===== config.mk =====
export PLATFORM = sky130hd
export DESIGN_NAME = hmc_rf_responder_flat
export DESIGN_NICKNAME = d
export VERILOG_FILES = /design/src/rtl/hmc_rf_responder_pkg.sv /design/src/rtl/hmc_rf_responder_if.sv /design/src/rtl/hmc_rf_event_counter.sv /design/src/rtl/hmc_rf_responder.sv /design/src/flat_wrapper.sv
export SDC_FILE = /design/constraint.sdc
export NUM_CORES = 1
export LEC_CHECK = 0
export ABC_AREA = 1
export CAP_MARGIN = 20
export CORE_ASPECT_RATIO = 0.5
export CORE_MARGIN = 5
export CORE_UTILIZATION = 30
export CTS_CLUSTER_DIAMETER = 30
export CTS_CLUSTER_SIZE = 30
export DETAILED_ROUTE_END_ITERATION = 7
export GPL_TIMING_DRIVEN = 0
export SYNTH_ARGS = -nofsm -noshare
export SYNTH_HDL_FRONTEND = slang
export SYNTH_SLANG_ARGS = --single-unit

===== constraint.sdc =====
create_clock -name clk -period 2.05 [get_ports clk]
set_input_delay 0.41 -clock clk [delete_from_list [all_inputs] [get_ports clk]]
set_output_delay 0.41 -clock clk [all_outputs]
set_load 0.02 [all_outputs]

===== src/rtl/hmc_rf_responder_pkg.sv =====
// rtl/hmc_rf_responder_pkg.sv - shared FSM state type and register map for the HMC RF responder
package hmc_rf_responder_pkg;

  typedef enum logic [1:0] {
    IDLE = 2'd0,
    BUSY = 2'd1,
    DONE = 2'd2
  } rf_state_e;

  localparam int unsigned ADDR_STATUS    = 0;
  localparam int unsigned ADDR_CONTROL   = 1;
  localparam int unsigned ADDR_EVENT_CNT = 2;
  localparam int unsigned ADDR_SCRATCH   = 3;

endpackage


===== src/rtl/hmc_rf_responder_if.sv =====
// rtl/hmc_rf_responder_if.sv - register-file access bus between initiator (master) and responder (slave)
interface hmc_rf_responder_if #(
  parameter int HMC_RF_WWIDTH = 64,
  parameter int HMC_RF_RWIDTH = 64,
  parameter int HMC_RF_AWIDTH = 4
);
  logic [HMC_RF_AWIDTH-1:0] rf_address;
  logic [HMC_RF_WWIDTH-1:0] rf_write_data;
  logic                     rf_read_enable;
  logic                     rf_write_enable;
  logic [HMC_RF_RWIDTH-1:0] rf_read_data;
  logic                     rf_access_complete;
  logic                     rf_invalid_address;

  modport master (
    output rf_address, rf_write_data, rf_read_enable, rf_write_enable,
    input  rf_read_data, rf_access_complete, rf_invalid_address
  );

  modport slave (
    input  rf_address, rf_write_data, rf_read_enable, rf_write_enable,
    output rf_read_data, rf_access_complete, rf_invalid_address
  );
endinterface


===== src/rtl/hmc_rf_event_counter.sv =====
// rtl/hmc_rf_event_counter.sv - wrapping event counter; a clear beats a same-cycle increment
module hmc_rf_event_counter #(
  parameter int WIDTH = 64
) (
  input  logic             clk,
  input  logic             res_n,
  input  logic             inc,
  input  logic             clr,
  output logic [WIDTH-1:0] count
);

  always_ff @(posedge clk or negedge res_n) begin
    if (!res_n) begin
      count <= '0;
    end else if (clr) begin
      count <= '0;
    end else if (inc) begin
      count <= count + WIDTH'(1);
    end
  end

endmodule


===== src/rtl/hmc_rf_responder.sv =====
// rtl/hmc_rf_responder.sv - RF target: STATUS/CONTROL/EVENT_CNT/SCRATCH, 2-cycle access latency
// EVENT_CNT exists only when HMC_RF_EVENT_CNT_EN is defined; otherwise address 0x2 is unmapped.
module hmc_rf_responder
  import hmc_rf_responder_pkg::*;
#(
  parameter int                 HMC_RF_WWIDTH = 64,
  parameter int                 HMC_RF_RWIDTH = 64,
  parameter int                 HMC_RF_AWIDTH = 4,
  parameter [HMC_RF_RWIDTH-1:0] CTRL_RST      = '0
) (
  input  logic                     clk,
  input  logic                     res_n,
  hmc_rf_responder_if.slave        rf,
  input  logic [31:0]              status_in,
  input  logic                     count_event,
  output logic [HMC_RF_RWIDTH-1:0] control_out
);

  localparam logic [HMC_RF_AWIDTH-1:0] A_STATUS    = HMC_RF_AWIDTH'(ADDR_STATUS);
  localparam logic [HMC_RF_AWIDTH-1:0] A_CONTROL   = HMC_RF_AWIDTH'(ADDR_CONTROL);
  localparam logic [HMC_RF_AWIDTH-1:0] A_EVENT_CNT = HMC_RF_AWIDTH'(ADDR_EVENT_CNT);
  localparam logic [HMC_RF_AWIDTH-1:0] A_SCRATCH   = HMC_RF_AWIDTH'(ADDR_SCRATCH);

  rf_state_e                state_q, state_d;
  logic [HMC_RF_AWIDTH-1:0] addr_q;
  logic [HMC_RF_WWIDTH-1:0] wdata_q;
  logic                     rd_q, wr_q;
  logic [HMC_RF_RWIDTH-1:0] scratch_q;
  logic [HMC_RF_RWIDTH-1:0] read_data_q;
  logic                     complete_q, invalid_q;

  logic                     latch_en, commit;
  logic                     readable, writable, access_ok;
  logic [HMC_RF_RWIDTH-1:0] rd_value;
  logic [HMC_RF_RWIDTH-1:0] wdata_ext;

  assign rf.rf_read_data       = read_data_q;
  assign rf.rf_access_complete = complete_q;
  assign rf.rf_invalid_address = invalid_q;
  assign wdata_ext             = HMC_RF_RWIDTH'(wdata_q);

`ifdef HMC_RF_EVENT_CNT_EN
  logic [HMC_RF_RWIDTH-1:0] evt_count;
  logic                     evt_clr;

  assign evt_clr = commit && access_ok && wr_q && (addr_q == A_EVENT_CNT);

  hmc_rf_event_counter #(
    .WIDTH (HMC_RF_RWIDTH)
  ) u_event_counter (
    .clk   (clk),
    .res_n (res_n),
    .inc   (count_event),
    .clr   (evt_clr),
    .count (evt_count)
  );
`else
  wire unused_count_event = count_event;
`endif

  always_ff @(posedge clk or negedge res_n) begin
    if (!res_n) begin
      state_q <= IDLE;
    end else begin
      state_q <= state_d;
    end
  end

  always_comb begin
    state_d  = state_q;
    latch_en = 1'b0;
    commit   = 1'b0;
    case (state_q)
      IDLE: begin
        if (rf.rf_read_enable || rf.rf_write_enable) begin
          latch_en = 1'b1;
          state_d  = BUSY;
        end
      end
      BUSY: begin
        commit  = 1'b1;
        state_d = DONE;
      end
      DONE:    state_d = IDLE;
      default: state_d = IDLE;
    endcase
  end

  // Decode the latched request; simultaneous read+write is rejected regardless of address.
  always_comb begin
    readable = 1'b0;
    writable = 1'b0;
    rd_value = '0;
    case (addr_q)
      A_STATUS: begin
        readable = 1'b1;
        rd_value = HMC_RF_RWIDTH'(status_in);
      end
      A_CONTROL: begin
        readable = 1'b1;
        writable = 1'b1;
        rd_value = control_out;
      end
`ifdef HMC_RF_EVENT_CNT_EN
      A_EVENT_CNT: begin
        readable = 1'b1;
        writable = 1'b1;
        rd_value = evt_count;
      end
`endif
      A_SCRATCH: begin
        readable = 1'b1;
        writable = 1'b1;
        rd_value = scratch_q;
      end
      default: ;
    endcase
    access_ok = !(rd_q && wr_q) && (wr_q ? writable : readable);
  end

  always_ff @(posedge clk or negedge res_n) begin
    if (!res_n) begin
      addr_q      <= '0;
      wdata_q     <= '0;
      rd_q        <= 1'b0;
      wr_q        <= 1'b0;
      scratch_q   <= '0;
      control_out <= CTRL_RST;
      read_data_q <= '0;
      complete_q  <= 1'b0;
      invalid_q   <= 1'b0;
    end else begin
      complete_q <= 1'b0;
      invalid_q  <= 1'b0;
      if (latch_en) begin
        addr_q  <= rf.rf_address;
        wdata_q <= rf.rf_write_data;
        rd_q    <= rf.rf_read_enable;
        wr_q    <= rf.rf_write_enable;
      end
      if (commit) begin
        complete_q <= 1'b1;
        invalid_q  <= !access_ok;
        if (!access_ok) begin
          read_data_q <= '0;
        end else if (rd_q) begin
          read_data_q <= rd_value;
        end else begin
          if (addr_q == A_CONTROL) control_out <= wdata_ext;
          if (addr_q == A_SCRATCH) scratch_q   <= wdata_ext;
        end
      end
    end
  end

endmodule


===== src/flat_wrapper.sv =====
// flat-port wrapper written by rule: the top's interface ports become plain ports
module hmc_rf_responder_flat import hmc_rf_responder_pkg::*;
#(
  parameter int                 HMC_RF_WWIDTH = 64,
  parameter int                 HMC_RF_RWIDTH = 64,
  parameter int                 HMC_RF_AWIDTH = 4,
  parameter [HMC_RF_RWIDTH-1:0] CTRL_RST      = '0
)
  (clk, res_n, status_in, count_event, control_out, rf_rf_address, rf_rf_write_data, rf_rf_read_enable, rf_rf_write_enable, rf_rf_read_data, rf_rf_access_complete, rf_rf_invalid_address);
  hmc_rf_responder_if #(.HMC_RF_WWIDTH(HMC_RF_WWIDTH), .HMC_RF_RWIDTH(HMC_RF_RWIDTH), .HMC_RF_AWIDTH(HMC_RF_AWIDTH)) rf_i ();
  input  logic clk;
  input  logic res_n;
  input  logic [31:0] status_in;
  input  logic count_event;
  output logic [HMC_RF_RWIDTH-1:0] control_out;
  input wire logic [$bits(rf_i.rf_address)-1:0] rf_rf_address;
  input wire logic [$bits(rf_i.rf_write_data)-1:0] rf_rf_write_data;
  input wire logic [$bits(rf_i.rf_read_enable)-1:0] rf_rf_read_enable;
  input wire logic [$bits(rf_i.rf_write_enable)-1:0] rf_rf_write_enable;
  output wire logic [$bits(rf_i.rf_read_data)-1:0] rf_rf_read_data;
  output wire logic [$bits(rf_i.rf_access_complete)-1:0] rf_rf_access_complete;
  output wire logic [$bits(rf_i.rf_invalid_address)-1:0] rf_rf_invalid_address;
  assign rf_i.rf_address = rf_rf_address;
  assign rf_i.rf_write_data = rf_rf_write_data;
  assign rf_i.rf_read_enable = rf_rf_read_enable;
  assign rf_i.rf_write_enable = rf_rf_write_enable;
  assign rf_rf_read_data = rf_i.rf_read_data;
  assign rf_rf_access_complete = rf_i.rf_access_complete;
  assign rf_rf_invalid_address = rf_i.rf_invalid_address;
  hmc_rf_responder #(.HMC_RF_WWIDTH(HMC_RF_WWIDTH), .HMC_RF_RWIDTH(HMC_RF_RWIDTH), .HMC_RF_AWIDTH(HMC_RF_AWIDTH), .CTRL_RST(CTRL_RST)) u_core (.clk(clk), .res_n(res_n), .rf(rf_i), .status_in(status_in), .count_event(count_event), .control_out(control_out));
endmodule

==> impl_metrics.toml, run 1 <==
[pwr]
p_per_area_nw_per_um2 = 1500
p_int_mw = 14.74
ir_drop_mv = 0.7011
power.share.combinational_pct = 31.5
power_mw = 23.66
switching_share_pct = 37.70
pwr-share-seq_pct = 34.3
p_switching_mw = 8.917
clkPwrFrac_pct = 34.2
leakagePower_nw = 7.657

[clock_network]
cts_made_buffers = 46
clock_latency_ps = 550
clk_pin_slew_ps = 60
cts_tree = "done"
cts_root_buffer = "clkbuf_16"
cts_buffer_depth = 3
cts_max_level = 2
clock-sinks = 266
cts_setup_buffers = 0

[global_route]
grt_pass1_wl_um = 59190
first_global_vias = 9962
grt_max_degree = 120
grtUsageTotal_pct = 18.53
gr-total-overflow = 0
antenna_found_initial = 1

[route]
finalWirelength_um = 38520
drcViolationCount = 0
via_count = 9839
vias_per_cell = 4.762
post_drt_wl_per_cell_um = 18.64
dr.pass1.iters = 5
wl_met1_um = 16120
top_layer = "met4"
dr_wl_met2_um = 19370
met3WireLength_um = 1723
ant_nets = 0
dr.first_iter.drc_count = 698

[floorplanning]
pin_count = 235
rows = 49
die_h_um = 145.8
core_sq_um = 36170
dieArea_sq_um = 41050
die_w_um = 281.6
start_util_pct = 30.59

[cells_and_area]
final_cells = 2066
layout-drive-gt1-share_pct = 10.18
syn2layout_area_growth_pct = 42.50
layout_common_cells = "432 x nand2_1, 266 x dfrtp_1, 215 x clkdlybuf4s50_1"
seq_area_sq_um = 6656
fin_nets = 1648
multi_input_area_sq_um = 3660
n_fill_cell = 3573
fin_area_sq_um = 15770
layout_commonest_cell = "nand2_1"
final_util_pct = 43.59

[placed_design]
dp_slack_ps = -832.7
dpl.hpwl_um = 27170
dpl_cell_area_sq_um = 14060
port_buffers = 233
place_inst = 1978
globalplace.congestion = 0.8285

[synthesis]
synth_cells = 1259
syn_area_per_cell_sq_um = 8.788
yosys_warnings = 0
synth_nets = 1364
ys_types = 17
yosysTopAreaCellShare_pct = 60.16
netlist_area_sq_um = 11060
synth_top_cell_by_area = "dfrtp_1"
yosys-top-cells-area = "dfrtp_1 60%, nand2_1 15%, nand3_1 8.7%"
synth-seq-area-share_pct = 60.16
synth_seq_cells = 266

[setup_path]
worstPathCellList = "clkdlybuf4s50_1"
crit_family = "buffers and inverters"
critPathSlowestCell = "clkdlybuf4s50_1"
crit_fanout = 3
crit_cells = 1
slowest_delay_ps = 640
worstSetupEndpointType = "primary output"
critPathArrivalTime_ps = 1600
reg2reg_depth = 7
worstSetupPathType = "reg -> out"
cp.buffers_inverters = 1
worst_setup_path_start_kind = "flip-flop"
crit_required_ps = 1640

[sta]
hold_viol_final = 0
fmax_ghz = 0.4981
period_share_pct = 97.94
rsz0062_at_grt = "no"
skew_ps = 10.06
slew-limit-headroom_pct = 47.66
period_needed_ps = 2008
finalMaxSlewViolations = 0
fin_ws_ps = 42.21
setup_viol = 0
tightest_slew_ps = 782.5

[hold_path]
hold_class = "in -> async"

[run]
drv_cap = 0

[status]
status = "completed"
layout make-up:
cell class	instances	area share, %
Sequential cell	266	42.22
Multi-Input combinational cell	832	23.21
Timing Repair Buffer	236	15.39
Clock buffer	49	7.499
Tap cell	484	3.841
Buffer	88	3.151
Clock inverter	37	2.936
Inverter	73	1.738
Antenna cell	1	0.01587
registers in the layout (all words and copies together) (netlist names):
| register | count |
|---|---|
| u_core.control_out | 64 |
| u_core.rf.rf_read_data | 64 |
| u_core.scratch_q | 64 |
| u_core.wdata_ext | 64 |
| u_core.addr_q | 4 |
| u_core.state_q | 2 |
| u_core.rd_q | 1 |
| u_core.rf.rf_access_complete | 1 |
| u_core.rf.rf_invalid_address | 1 |
| u_core.wr_q | 1 |
power by group through the flow:
| stage | Clock (mW) | Combinational, mW | Sequential [mW] |
|---|---|---|---|
| 2_1_floorplan | 0 | 3.61 | 8.53 |
| 3_3_place_gp | 0 | 7.37 | 8.15 |
| 3_5_place_dp | 0 | 7.48 | 8.17 |
| 4_1_cts | 8.21 | 7.52 | 8.11 |
| 5_1_grt | 8.48 | 8.21 | 8.30 |
| 6_report | 8.10 | 7.44 | 8.11 |
per-stage QoR:
stage	hold slack (ps)	setup TNS, ps
final	384.7	0
after floorplan	114.4	0
after detailed placement	380.3	-47050
after global routing	442.8	0
after global placement	435.9	-3017430
after CTS	395.1	0
what timing repair did:
item | 4_1_cts | 5_1_grt
hold endpoints to repair | 56 | 0
resized for setup | 8 | 24
hold buffers | 1 | 0
endpoints found under the setup margin | 76 | 47
routing by layer:
| metal | up-vias | track usage (%) |
|---|---|---|
| li1 | 4680 | - |
| met1 | 4847 | 23.51 |
| met2 | 239 | 32.11 |
| met3 | 73 | 3.110 |
| met4 | 0 | 6.553 |
| met5 | - | 0 |
cell families after synthesis:
kind of cell,Yosys count,share of synthesized area [%]
buf+inv,161,6.853
compound gates,197,8.979
flops,266,60.16
simple gates,635,24.01
synthesized netlist by cell type:
master and count:
clkbuf_1 20, nor2_4 2, buf_6 12, nor2_1 5, o21ai_1 128, nor3_1 1, nor2_2 1, buf_2 48
dfrtp_1 266, nor3_4 1, buf_1 7, buf_4 1, nand2_1 432, inv_1 73, o211ai_2 1, nand3_1 193
o21ai_0 68
path summary, 6_finish.rpt:
kind | startpoint | slack [ps] | endpoint
setup / recovery | u_core.control_out[14] | 40 | control_out[14]
hold / removal | res_n | 380 | u_core.rf.rf_read_data[59]
min in group clk | rf_rf_write_data[20] | 430 | u_core.wdata_ext[20]
setup reg to reg | u_core.state_q[0] | 130 | u_core.rf.rf_read_data[60]
hold reg to reg | u_core.state_q[1] | 470 | u_core.state_q[1]
max in group asynchronous | res_n | 690 | u_core.wdata_ext[29]
No activity file was read; power rests on OpenSTA's default activity.
==> run 2: changes to the inputs <==
Settings changed: SKIP_LAST_GASP set to 1.
==> results of run 2 <==
The final DEF is identical to that of run 1; final timing and power are the same.
